## src/rtl/trap_sequencer.sv

```systemverilog
// Trap/MRET pipeline sequencer: flush, drain outstanding memory traffic,
// redirect the PC to mtvec or mepc, then hold fetch while the pipe refills.
module trap_sequencer #(
  parameter int DRAIN_TIMEOUT = 15,
  parameter int REFILL_CYCLES = 1
) (
  input  logic        clk,
  input  logic        reset,
  input  logic        initiate_exception,
  input  logic        mret,
  input  logic [31:0] csr_mtvec,
  input  logic [31:0] csr_mepc,
  input  logic        mem_busy,
  output logic        flush,
  output logic        stall,
  output logic        redirect_valid,
  output logic [31:0] redirect_pc,
  output logic        mret_commit,
  output logic        busy,
  output logic        timeout_err,
  output logic [15:0] trap_count
);

  localparam int CW = $clog2(DRAIN_TIMEOUT + 1);
  localparam int RW = (REFILL_CYCLES > 1) ? $clog2(REFILL_CYCLES) : 1;
  localparam logic [CW-1:0] DRAIN_LAST  = CW'(DRAIN_TIMEOUT - 1);
  localparam logic [RW-1:0] REFILL_LAST = RW'(REFILL_CYCLES - 1);

  typedef enum logic [1:0] {IDLE, DRAIN, REDIRECT, REFILL} state_t;

  typedef struct packed {
    logic        is_mret;
    logic [31:0] pc;
  } target_t;

  state_t          state;
  target_t         target;
  logic [CW-1:0]   drain_cnt;
  logic [RW-1:0]   refill_cnt;

  always_ff @(posedge clk) begin
    if (reset) begin
      state          <= IDLE;
      target         <= '0;
      drain_cnt      <= '0;
      refill_cnt     <= '0;
      flush          <= 1'b0;
      stall          <= 1'b0;
      redirect_valid <= 1'b0;
      redirect_pc    <= '0;
      mret_commit    <= 1'b0;
      busy           <= 1'b0;
      timeout_err    <= 1'b0;
      trap_count     <= '0;
    end else begin
      case (state)
        IDLE: begin
          flush          <= 1'b0;
          stall          <= 1'b0;
          redirect_valid <= 1'b0;
          mret_commit    <= 1'b0;
          busy           <= 1'b0;
          // A trap wins; a coincident mret belongs to a killed instruction.
          if (initiate_exception) begin
            target.is_mret <= 1'b0;
            target.pc      <= {csr_mtvec[31:2], 2'b00};
            if (trap_count != 16'hFFFF) trap_count <= trap_count + 16'd1;
          end else if (mret) begin
            target.is_mret <= 1'b1;
            target.pc      <= {csr_mepc[31:2], 2'b00};
          end
          if (initiate_exception || mret) begin
            drain_cnt <= '0;
            state     <= DRAIN;
            flush     <= 1'b1;
            stall     <= 1'b1;
            busy      <= 1'b1;
          end
        end
        DRAIN: begin
          flush <= 1'b0;
          if (drain_cnt != {CW{1'b1}}) drain_cnt <= drain_cnt + CW'(1);
          if (!mem_busy || drain_cnt == DRAIN_LAST) begin
            state          <= REDIRECT;
            redirect_valid <= 1'b1;
            redirect_pc    <= target.pc;
            mret_commit    <= target.is_mret;
            if (mem_busy) timeout_err <= 1'b1;
          end
        end
        REDIRECT: begin
          redirect_valid <= 1'b0;
          mret_commit    <= 1'b0;
          refill_cnt     <= '0;
          state          <= REFILL;
        end
        REFILL: begin
          if (refill_cnt == REFILL_LAST) begin
            state <= IDLE;
            stall <= 1'b0;
            busy  <= 1'b0;
          end else begin
            refill_cnt <= refill_cnt + RW'(1);
          end
        end
        default: state <= IDLE;
      endcase
    end
  end

endmodule

```

## config.mk

```make
export PLATFORM = sky130hd
export DESIGN_NAME = trap_sequencer
export DESIGN_NICKNAME = d
export VERILOG_FILES = /design/src/rtl/trap_sequencer.sv
export SDC_FILE = /design/constraint.sdc
export NUM_CORES = 1
export LEC_CHECK = 0
export BUFFER_PORTS_ARGS = -buffer_cell sky130_fd_sc_hd__buf_2
export CORE_MARGIN = 4
export CORE_UTILIZATION = 30
export CTS_BUF_LIST = sky130_fd_sc_hd__clkbuf_2
export DETAILED_ROUTE_END_ITERATION = 10
export GPL_ROUTABILITY_DRIVEN = 0
export GPL_TIMING_DRIVEN = 0
export SLEW_MARGIN = 20
export SYNTH_ARGS = -nofsm -noshare
export SYNTH_HDL_FRONTEND = slang
export SYNTH_SLANG_ARGS = --single-unit
```

## constraint.sdc

```tcl
create_clock -name clk -period 2.6 [get_ports clk]
set_input_delay 0.13 -clock clk [delete_from_list [all_inputs] [get_ports clk]]
set_output_delay 0.13 -clock clk [all_outputs]
set_load 0.05 [all_outputs]
```

# --- After elaboration in Yosys (flattened, before gate mapping) ---
# Cells that the tools add are included.
# W data, S select, Z words.
op_classes:
  addsub: 3
  n_eq_ne: 10
  n_reduce_logical: 18
  muxes: 19
op_table:
  columns: ["op", "n"]
  rows:
  - ["$mux W33", 2]
  - ["$add A16 B1 Y16 const B", 1]
  - ["$ne A16 B16 Y1 const B", 1]
  - ["$reduce_and A3 Y1", 4]
  - ["$pmux W1 S2", 5]
  - ["$reduce_bool A2 Y1", 5]
  - ["$mux W4", 2]
  - ["$ne A2 B2 Y1 const B", 4]
  - ["$pmux W2 S4", 1]
  - ["$pmux W4 S2", 1]
  - ["$reduce_and A2 Y1", 4]
  - ["$mux W2", 3]
  - ["$mux W1", 5]
  - ["$add A4 B1 Y4 const B", 1]
  - ["$eq A2 B2 Y1 const B", 2]
  - ["$eq A4 B4 Y1 const B", 1]
  - ["$ne A4 B4 Y1 const B", 1]
  - ["$eq A2 B1 Y1 const B", 1]
  - ["$logic_not A2 Y1", 1]
  - ["$logic_or A1 B1 Y1", 2]
  - ["$reduce_or A2 Y1", 1]
  - ["$add A1 B1 Y1 const B", 1]
  - ["$logic_not A1 Y1", 1]
word_totals:
  reg_bits: 93

# --- Depth between registers and ports, before layout ---
# Gate-level depths: netlist (run 1).
logic_depth:
  depth_word: 4
  mapped_depth: 8
  ltp_nobuf: 6

# --- Least setup slack after synthesis (run 1) ---
# No wires, ideal clock.
synth_path:
  path_type: "register to register"
  start: "register trap_count[3]"
  end: "register trap_count[12]"
  setup_time_ps: 70
  required_ps: 2530
  n_path_buf: 0
  path_stages_with_launch: 5
  t_arrival_ps: 1995
  synth_period_minus_slack_ps: 2065
  setup_slack_ps: 535
  cell_sequence: "dfxtp_1 > nand4_2 > or3_4 > or4_1 > a21oi_1"
synth_between:
  elab_chain_cells: 2
  elab_cells_between_ends: 3
  classes_between: "add/sub: 1; eq/ne: 1; reduce/logical: 1"
synth_lines:
  columns: ["element", "line", "text"]
  rows:
  - ["start, declared", "21", "output logic [15:0] trap_count"]
  - ["start signal, assigned", "67", "if (trap_count != 16'hFFFF) trap_count <= trap_count + 16'd1;"]
  - ["parallel branches: the longest is 2 deep, another holds $add A16 B1 Y16", null, null]
# Several ways; the timed one is not identified.
# A chain may end at the register's enable or synchronous reset.

# --- Worst setup path in the final report (run 1) ---
layout_path:
  start: "register drain_cnt[0]"
  end: "register redirect_pc[20]"
layout_between:
  elab_chain_cells: 3
layout_lines:
  columns: ["element", "line", "text"]
  rows:
  - ["start, declared", "38", "logic [CW-1:0] drain_cnt;"]
  - ["start signal, assigned", "82", "if (drain_cnt != {CW{1'b1}}) drain_cnt <= drain_cnt + CW'(1);"]
  - ["$eq A4 B4 Y1", "83", "if (!mem_busy || drain_cnt == DRAIN_LAST) begin"]
  - ["$logic_or A1 B1 Y1", "83", null]
  - ["$reduce_and A2 Y1 (no source line)", null, null]
  - ["end signal, assigned", "86", "redirect_pc <= target.pc;"]
  - ["end, declared", "17", "output logic [31:0] redirect_pc,"]
# No other way between the ends.

==> results of run 1 <==
[tightest hold or removal path, cell delays in order]
cell and delay [ns]:
sky130_fd_sc_hd__buf_2 0.13, sky130_fd_sc_hd__nand4_4 0.15, sky130_fd_sc_hd__or4_2 0.13, sky130_fd_sc_hd__a21oi_1 0.05
[cells by family (layout without fill, tap and decap cells)]
| family | after synthesis | in the layout | synth area share |
|---|---|---|---|
| multiplexers | 36 | 36 | 0.0934 |
| other | 1 | 3 | 0.000965 |
| AO/OA/AOI/OAI | 103 | 103 | 0.165 |
| adder cells (fa/ha/maj) | 7 | 7 | 0.0225 |
| flip-flops | 88 | 88 | 0.453 |
| buffers and inverters | 41 | 235 | 0.0535 |
| AND/OR/NAND/NOR | 172 | 172 | 0.212 |
[synth_stat cells, types with 5 or more instances]
master                     instances
sky130_fd_sc_hd__a31oi_1           5
sky130_fd_sc_hd__clkbuf_1         22
sky130_fd_sc_hd__a21oi_1          44
sky130_fd_sc_hd__nor3_1            8
sky130_fd_sc_hd__mux2i_1          34
sky130_fd_sc_hd__a211oi_1         32
sky130_fd_sc_hd__ha_1              7
sky130_fd_sc_hd__o31ai_1           9
sky130_fd_sc_hd__dfxtp_1          88
sky130_fd_sc_hd__nand3_1          10
sky130_fd_sc_hd__nor2_1           47
sky130_fd_sc_hd__o21ai_0           8
sky130_fd_sc_hd__nand2_1          70
sky130_fd_sc_hd__or4_1             6
sky130_fd_sc_hd__nand4_1           8
sky130_fd_sc_hd__inv_1             7
[layout make-up]
cell class,instances,area (um2),area share
Multi-Input combinational cell,320,1920,0.352
Sequential cell,88,1760,0.323
Timing Repair Buffer,178,1210,0.221
Tap cell,172,215,0.0395
Buffer,34,181,0.0333
Clock inverter,7,93.8,0.0172
Clock buffer,9,45.0,0.00826
Inverter,7,26.3,0.00482
Antenna cell,1,2.50,0.000459
[power by group]
part	leakage [uW]	total [uW]	switching [uW]	internal (uW)
Sequential	0.000719	1860	191	1670
Clock	0.0000803	803	483	320
Combinational	0.00151	1540	1000	540
Total	0.00231	4210	1680	2530
[sequential cells by signal (all words and copies together), names as in the netlist]
name / flops
drain_cnt: 4
target: 31
mret_commit: 1
state: 2
flush: 1
timeout_err: 1
trap_count: 16
redirect_pc: 30
busy: 1
redirect_valid: 1
[timing repair]
action,4_1_cts,5_1_grt
hold endpoints to repair,46,0
hold buffers,63,0
buffers inserted,0,0
[final timing paths]
path	start	to	slack [ns]	depth (start not counted)
hold reg to reg	target[31]	redirect_pc[31]	0.45	2
setup / recovery	drain_cnt[0]	redirect_pc[20]	0.28	7
hold / removal	initiate_exception	trap_count[3]	0.04	4
setup reg to reg	drain_cnt[0]	redirect_pc[20]	0.28	7
[metal layers]
layer | up-vias | GRT usage | part of all wire
li1 | 1968 | - | -
met1 | 1823 | 0.186 | 0.44
met2 | 118 | 0.262 | 0.49
met3 | 16 | 0.0302 | 0.054
met4 | 0 | 0.0560 | 0.013
met5 | - | 0 | 0
[metrics by stage]
| stage | total power [uW] | instances | utilization |
|---|---|---|---|
| after global routing | 4480 | 816 | 0.430 |
| after global placement | 3310 | 736 | 0.369 |
| after detailed placement | 3350 | 736 | 0.369 |
| after CTS | 4230 | 815 | 0.430 |
| final | 4210 | 816 | 0.430 |
| after floorplan | 2940 | 449 | - |
==> run_summary.xml, run 1 <==
<?xml version="1.0" encoding="UTF-8"?>
<metrics>
  <group name="sta">
    <metric name="rsz0062_at_grt" unit="">false</metric>
    <metric name="measured_slew_at_the_worst_slew_check_pin" unit="ns">0.718</metric>
    <metric name="fin_tns_setup" unit="ns">0</metric>
    <metric name="setup_ws" unit="ns">0.281</metric>
    <metric name="report.final.setup_viol" unit="">0</metric>
    <metric name="skew" unit="ns">0.0271</metric>
    <metric name="period_share" unit="">0.892</metric>
    <metric name="hold_viol_final" unit="">0</metric>
    <metric name="final_max_slew_viol_count" unit="">0</metric>
    <metric name="clock.fmax" unit="MHz">431</metric>
    <metric name="slew-limit-headroom" unit="">0.516</metric>
    <metric name="finalWorstPathRequiredPeriod" unit="ns">2.32</metric>
    <metric name="worst_hold_slack" unit="ns">0.0437</metric>
  </group>
  <group name="cts">
    <metric name="clock-sinks" unit="">88</metric>
    <metric name="tritoncts.num_buffers" unit="">9</metric>
    <metric name="tritoncts_clock_tree" unit="">built</metric>
    <metric name="clk_latency_worst_skew_pair" unit="ns">0.57</metric>
    <metric name="htree_num_levels" unit="">3</metric>
    <metric name="cts.root.buffer_cell" unit="">sky130_fd_sc_hd__clkbuf_2</metric>
    <metric name="cts.clk_slew.worst_paths" unit="ns">0.24</metric>
    <metric name="cts.repair.resized" unit="">0</metric>
    <metric name="cts_buffer_depth" unit="">2</metric>
  </group>
  <group name="global_routing">
    <metric name="grt.overflow.total" unit="">0</metric>
    <metric name="grt_first_pass_wirelength" unit="um">18000</metric>
    <metric name="grt_usage" unit="">0.151</metric>
    <metric name="grt_max_degree" unit="">16</metric>
    <metric name="antenna_found_initial" unit="">1</metric>
    <metric name="first_global_vias" unit="">3782</metric>
  </group>
  <group name="synth">
    <metric name="post_synth_edffs" unit="">0</metric>
    <metric name="syn_inst" unit="">448</metric>
    <metric name="synth_seq_area_share" unit="">0.453</metric>
    <metric name="synthTopCellsByArea" unit="">sky130_fd_sc_hd__dfxtp_1 45%, sky130_fd_sc_hd__mux2i_1 8.8%, sky130_fd_sc_hd__nand2_1 6.8%, sky130_fd_sc_hd__a211oi_1 6.2%, sky130_fd_sc_hd__a21oi_1 5.7%</metric>
    <metric name="post_synth.cell_area_avg" unit="um2">8.67</metric>
    <metric name="postSynthRegisterBits" unit="">88</metric>
    <metric name="fraction_of_post_synthesis_cell_area_in_the_top_cell_type_by_area" unit="">0.453</metric>
    <metric name="yosys_warnings" unit="">0</metric>
    <metric name="yosys.cell_types.count" unit="">44</metric>
    <metric name="async_flop_share" unit="">0</metric>
    <metric name="synthFlopType" unit="">sky130_fd_sc_hd__dfxtp_1</metric>
    <metric name="syn-cell-area" unit="um2">3880</metric>
    <metric name="synth_largest_area_cell" unit="">sky130_fd_sc_hd__dfxtp_1</metric>
  </group>
  <group name="placement">
    <metric name="dp.final_hpwl" unit="um">8140</metric>
    <metric name="placement.setup.worst_slack" unit="ns">0.366</metric>
    <metric name="area_of_placed_instances" unit="um2">4680</metric>
    <metric name="buffer_ports.inserted" unit="">115</metric>
  </group>
  <group name="die">
    <metric name="die_width" unit="um">122</metric>
    <metric name="die_height" unit="um">122</metric>
    <metric name="core_area" unit="um2">12700</metric>
    <metric name="start_util" unit="">0.307</metric>
    <metric name="dieArea" unit="um2">14800</metric>
    <metric name="boundaryPins" unit="">123</metric>
    <metric name="rows" unit="">41</metric>
  </group>
  <group name="worst_setup_path">
    <metric name="timing.critical_path.cells" unit="">inv_1 -&gt; ha_1 -&gt; and3_1 -&gt; o21ai_0 -&gt; clkbuf_1 -&gt; nand2_1 -&gt; a21oi_1</metric>
    <metric name="setup.worst_path.end_class" unit="">register</metric>
    <metric name="crit_buf_inv" unit="">2</metric>
    <metric name="critical-path-max-stage-delay" unit="ns">0.58</metric>
    <metric name="critical-path-top-delay-family" unit="">compound AO/OA/AOI/OAI gates</metric>
    <metric name="crit_slowest_cell" unit="">sky130_fd_sc_hd__o21ai_0</metric>
    <metric name="startpoint_type" unit="">register</metric>
    <metric name="arrival" unit="ns">2.83</metric>
    <metric name="worst_ep_required_time" unit="ns">3.11</metric>
    <metric name="worst-path-max-fanout" unit="">10</metric>
    <metric name="worst-setup-path-type" unit="">register to register</metric>
  </group>
  <group name="final_layout">
    <metric name="final.fill_count" unit="">1259</metric>
    <metric name="finalInstanceArea" unit="um2">5450</metric>
    <metric name="area_growth_syn_to_layout" unit="%">40.3</metric>
    <metric name="mostFrequentLayoutCell" unit="">sky130_fd_sc_hd__buf_2</metric>
    <metric name="drive_gt1_frac" unit="">0.233</metric>
    <metric name="design.final.nets" unit="">714</metric>
    <metric name="most-common-layout-cells" unit="">119 x sky130_fd_sc_hd__buf_2, 88 x sky130_fd_sc_hd__dfxtp_1, 70 x sky130_fd_sc_hd__nand2_1</metric>
  </group>
  <group name="status">
    <metric name="status" unit="">finished clean</metric>
  </group>
  <group name="pwr">
    <metric name="leakage" unit="uW">0.00231</metric>
    <metric name="vdd.ir_drop.worst" unit="V">0.000367</metric>
    <metric name="power_density" unit="nW/um2">773</metric>
  </group>
  <group name="detailed_routing">
    <metric name="detail_route.first_pass.iterations" unit="">4</metric>
    <metric name="first_iter_violations" unit="">161</metric>
    <metric name="drt-total-wl" unit="um">11300</metric>
    <metric name="dr_total_vias" unit="">3925</metric>
    <metric name="average_routed_wire_per_standard_cell" unit="um">13.9</metric>
    <metric name="detail-route-antenna-nets" unit="">0</metric>
    <metric name="avgViaCountPerCell" unit="">4.81</metric>
    <metric name="remaining_drc_errors" unit="">0</metric>
  </group>
  <group name="min_path">
    <metric name="holdCritPathClass" unit="">input pin to register</metric>
  </group>
  <group name="run">
    <metric name="max_cap_viol_count" unit="">0</metric>
  </group>
</metrics>
(Power assumes the default switching activity.)
==> run 2: changes to the inputs <==
- REMOVE_ABC_BUFFERS: default -> 1
==> run 2 against run 1 <==
- register-to-register slack worse by 0.02 ns
- sequential share of layout area grew 0.52 points
- clock power down 17%
- utilization down 0.68 points
- sequential power about the same
- final cell count is 3.7% lower
- hold slack improved by 0.34 ns
- die area unchanged
- critical path type unchanged
- critical endpoint is now target[26]
- highest routed layer unchanged
==> run_summary.xml, run 2 (synthesized netlist as in run 1, its figures left out) <==
<?xml version="1.0" encoding="UTF-8"?>
<metrics>
  <group name="status">
    <metric name="status" unit="">finished clean</metric>
  </group>
  <group name="worst_setup_path">
    <metric name="setup.worst_path.end" unit="">target[26]</metric>
    <metric name="worst-r2r-cell-count" unit="">6</metric>
    <metric name="crit_buf_inv" unit="">2</metric>
    <metric name="crit_slowest_cell" unit="">sky130_fd_sc_hd__or3b_1</metric>
    <metric name="critical-path-max-stage-delay" unit="ns">0.50</metric>
    <metric name="crit_start" unit="">state[0]</metric>
    <metric name="worst-path-max-fanout" unit="">32</metric>
    <metric name="crit-reg2reg-capture" unit="">target[26]</metric>
    <metric name="worst-setup-path-type" unit="">register to register</metric>
    <metric name="startpoint_type" unit="">register</metric>
    <metric name="arrival" unit="ns">2.83</metric>
    <metric name="worst_ep_required_time" unit="ns">3.09</metric>
    <metric name="path_depth" unit="">6</metric>
    <metric name="rr_startpoint" unit="">state[0]</metric>
    <metric name="critical-path-top-delay-family" unit="">simple AND/OR/NAND/NOR gates</metric>
    <metric name="timing.critical_path.cells" unit="">inv_1 -&gt; ha_1 -&gt; or3b_1 -&gt; and2_4 -&gt; buf_12 -&gt; a211oi_1</metric>
    <metric name="rrSetupSlack" unit="ns">0.26</metric>
    <metric name="setup.worst_path.end_class" unit="">register</metric>
  </group>
  <group name="global_routing">
    <metric name="grt_usage" unit="">0.146</metric>
    <metric name="grt_first_pass_wirelength" unit="um">17400</metric>
    <metric name="first_global_vias" unit="">3648</metric>
    <metric name="grt.overflow.total" unit="">0</metric>
    <metric name="antenna_found_initial" unit="">0</metric>
    <metric name="grt_max_degree" unit="">47</metric>
  </group>
  <group name="pwr">
    <metric name="leakage" unit="uW">0.00228</metric>
    <metric name="internal_power" unit="uW">2440</metric>
    <metric name="vdd.ir_drop.worst" unit="V">0.000290</metric>
    <metric name="power.share.sequential" unit="">0.457</metric>
    <metric name="p_switching" unit="uW">1620</metric>
    <metric name="power_density" unit="nW/um2">756</metric>
    <metric name="clock_power_share" unit="">0.165</metric>
    <metric name="power_frac_comb" unit="">0.379</metric>
    <metric name="netSwitchingFraction" unit="">0.398</metric>
  </group>
  <group name="detailed_routing">
    <metric name="drt-total-wl" unit="um">10400</metric>
    <metric name="remaining_drc_errors" unit="">0</metric>
    <metric name="detail-route-antenna-nets" unit="">0</metric>
    <metric name="detail_route.first_pass.iterations" unit="">5</metric>
    <metric name="avgViaCountPerCell" unit="">4.77</metric>
    <metric name="first_iter_violations" unit="">133</metric>
    <metric name="dr_total_vias" unit="">3753</metric>
    <metric name="average_routed_wire_per_standard_cell" unit="um">13.2</metric>
  </group>
  <group name="final_layout">
    <metric name="largest-register" unit="">target</metric>
    <metric name="most-common-layout-cells" unit="">115 x sky130_fd_sc_hd__buf_2, 88 x sky130_fd_sc_hd__dfxtp_1, 70 x sky130_fd_sc_hd__nand2_1</metric>
    <metric name="seqCellArea" unit="um2">1760</metric>
    <metric name="largest_reg_flops" unit="">31</metric>
    <metric name="area_growth_syn_to_layout" unit="%">38.1</metric>
    <metric name="design.final.nets" unit="">685</metric>
    <metric name="mostFrequentLayoutCell" unit="">sky130_fd_sc_hd__buf_2</metric>
    <metric name="final_cells" unit="">786</metric>
    <metric name="drive_gt1_frac" unit="">0.235</metric>
    <metric name="top_regs" unit="">target x31, redirect_pc x30, trap_count x16</metric>
    <metric name="antenna_cells" unit="">0</metric>
    <metric name="final.fill_count" unit="">1277</metric>
    <metric name="multi_input_combinational_cell_area" unit="um2">1950</metric>
  </group>
  <group name="cts">
    <metric name="htree_num_levels" unit="">3</metric>
    <metric name="post_cts_setup_inserts" unit="">0</metric>
    <metric name="clk_latency_worst_skew_pair" unit="ns">0.57</metric>
    <metric name="cts.clk_slew.worst_paths" unit="ns">0.22</metric>
    <metric name="tritoncts.num_buffers" unit="">9</metric>
    <metric name="tritoncts_clock_tree" unit="">built</metric>
    <metric name="cts.root.buffer_cell" unit="">sky130_fd_sc_hd__clkbuf_2</metric>
    <metric name="clock-sinks" unit="">88</metric>
    <metric name="cts_buffer_depth" unit="">2</metric>
  </group>
  <group name="die">
    <metric name="die_width" unit="um">122</metric>
    <metric name="core_area" unit="um2">12700</metric>
    <metric name="rows" unit="">41</metric>
    <metric name="dieArea" unit="um2">14800</metric>
    <metric name="boundaryPins" unit="">123</metric>
    <metric name="die_height" unit="um">122</metric>
    <metric name="start_util" unit="">0.307</metric>
  </group>
  <group name="sta">
    <metric name="finalWorstPathRequiredPeriod" unit="ns">2.34</metric>
    <metric name="skew" unit="ns">0.0221</metric>
    <metric name="clock.fmax" unit="MHz">428</metric>
    <metric name="fin_tns_setup" unit="ns">0</metric>
    <metric name="report.final.setup_viol" unit="">0</metric>
    <metric name="hold_viol_final" unit="">0</metric>
    <metric name="period_share" unit="">0.899</metric>
    <metric name="final_max_slew_viol_count" unit="">0</metric>
    <metric name="slew-limit-headroom" unit="">0.270</metric>
    <metric name="measured_slew_at_the_worst_slew_check_pin" unit="ns">1.10</metric>
    <metric name="rsz0062_at_grt" unit="">false</metric>
  </group>
  <group name="placement">
    <metric name="dp.final_hpwl" unit="um">6820</metric>
    <metric name="place.detailed.instances" unit="">707</metric>
    <metric name="buffer_ports.inserted" unit="">116</metric>
  </group>
  <group name="min_path">
    <metric name="holdCritPathClass" unit="">input pin to register</metric>
  </group>
  <group name="run">
    <metric name="max_cap_viol_count" unit="">0</metric>
  </group>
</metrics>
[run 2: cell count changes in the layout (fill, tap and decap cells not counted), sizes merged]
cell and change:
buf -4, clkbuf -24, clkinv +3, diode -1
clkinvlp -1, inv -2, bufinv -1
[run 2: layout make-up]
type,instances,area share
multi-input combinational,320,0.364
sequential,88,0.328
timing repair buffer,183,0.244
tap,172,0.0401
clock buffer,10,0.00933
clock inverter,6,0.00933
inverter,7,0.00490
[run 2: metrics by stage]
step / total power, uW / instance area (um2) / utilization / worst slack [ns] / hold WS, ns
detailed placement: 3340 / 4620 / 0.365 / 0.0522 / 0.442
finish: 4060 / 5370 / 0.423 / 0.263 / 0.386
CTS: 4120 / 5360 / 0.423 / 0.0872 / 0.293
global placement: 3220 / 4500 / 0.355 / -2.16 / 0.436
global route: 4370 / 5370 / 0.423 / 0.0591 / 0.333
floorplan: 2840 / 3710 / - / -0.277 / 0.199
[run 2: routing by layer]
layer / share of wire / global-route usage / vias to the layer above
li1: - / - / 1912
met1: 0.42 / 0.177 / 1731
met2: 0.50 / 0.243 / 96
met3: 0.061 / 0.0409 / 14
met4: 0.019 / 0.0616 / 0
met5: 0 / 0 / -
[run 2: worst reg2reg max path, stage by stage (launching register included)]
cell,delay (ns)
sky130_fd_sc_hd__dfxtp_1,0.40
sky130_fd_sc_hd__inv_1,0.10
sky130_fd_sc_hd__ha_1,0.47
sky130_fd_sc_hd__or3b_1,0.50
sky130_fd_sc_hd__and2_4,0.31
sky130_fd_sc_hd__buf_12,0.21
sky130_fd_sc_hd__a211oi_1,0.26
[run 2: what timing repair did]
item | 4_1_cts | 5_1_grt
endpoints found under the setup margin | 0 | 14
endpoints found under the hold margin | 66 | 0
gates resized for setup | 0 | 1
hold buffers | 63 | 0
[run 2: power groups by stage]
stage | Combinational (uW) | Clock, uW | Sequential (uW)
floorplan | 695 | 0 | 2150
global placement | 1340 | 0 | 1870
detailed placement | 1460 | 0 | 1880
CTS | 1550 | 716 | 1850
global route | 1710 | 762 | 1900
finish | 1540 | 667 | 1850
[run 2: how the worst min path moves through the flow]
| stage | start | endpoint | slack [ns] | depth (start not counted) |
|---|---|---|---|---|
| final | csr_mtvec[16] | target[16] | 0.39 | 4 |
| after global routing | csr_mtvec[6] | target[6] | 0.33 | 4 |
| after CTS | csr_mtvec[5] | target[5] | 0.29 | 4 |
| after detailed placement | target[19] | redirect_pc[19] | 0.44 | 2 |
| after global placement | target[27] | redirect_pc[27] | 0.44 | 2 |
| after floorplan | reset | busy | 0.20 | 1 |
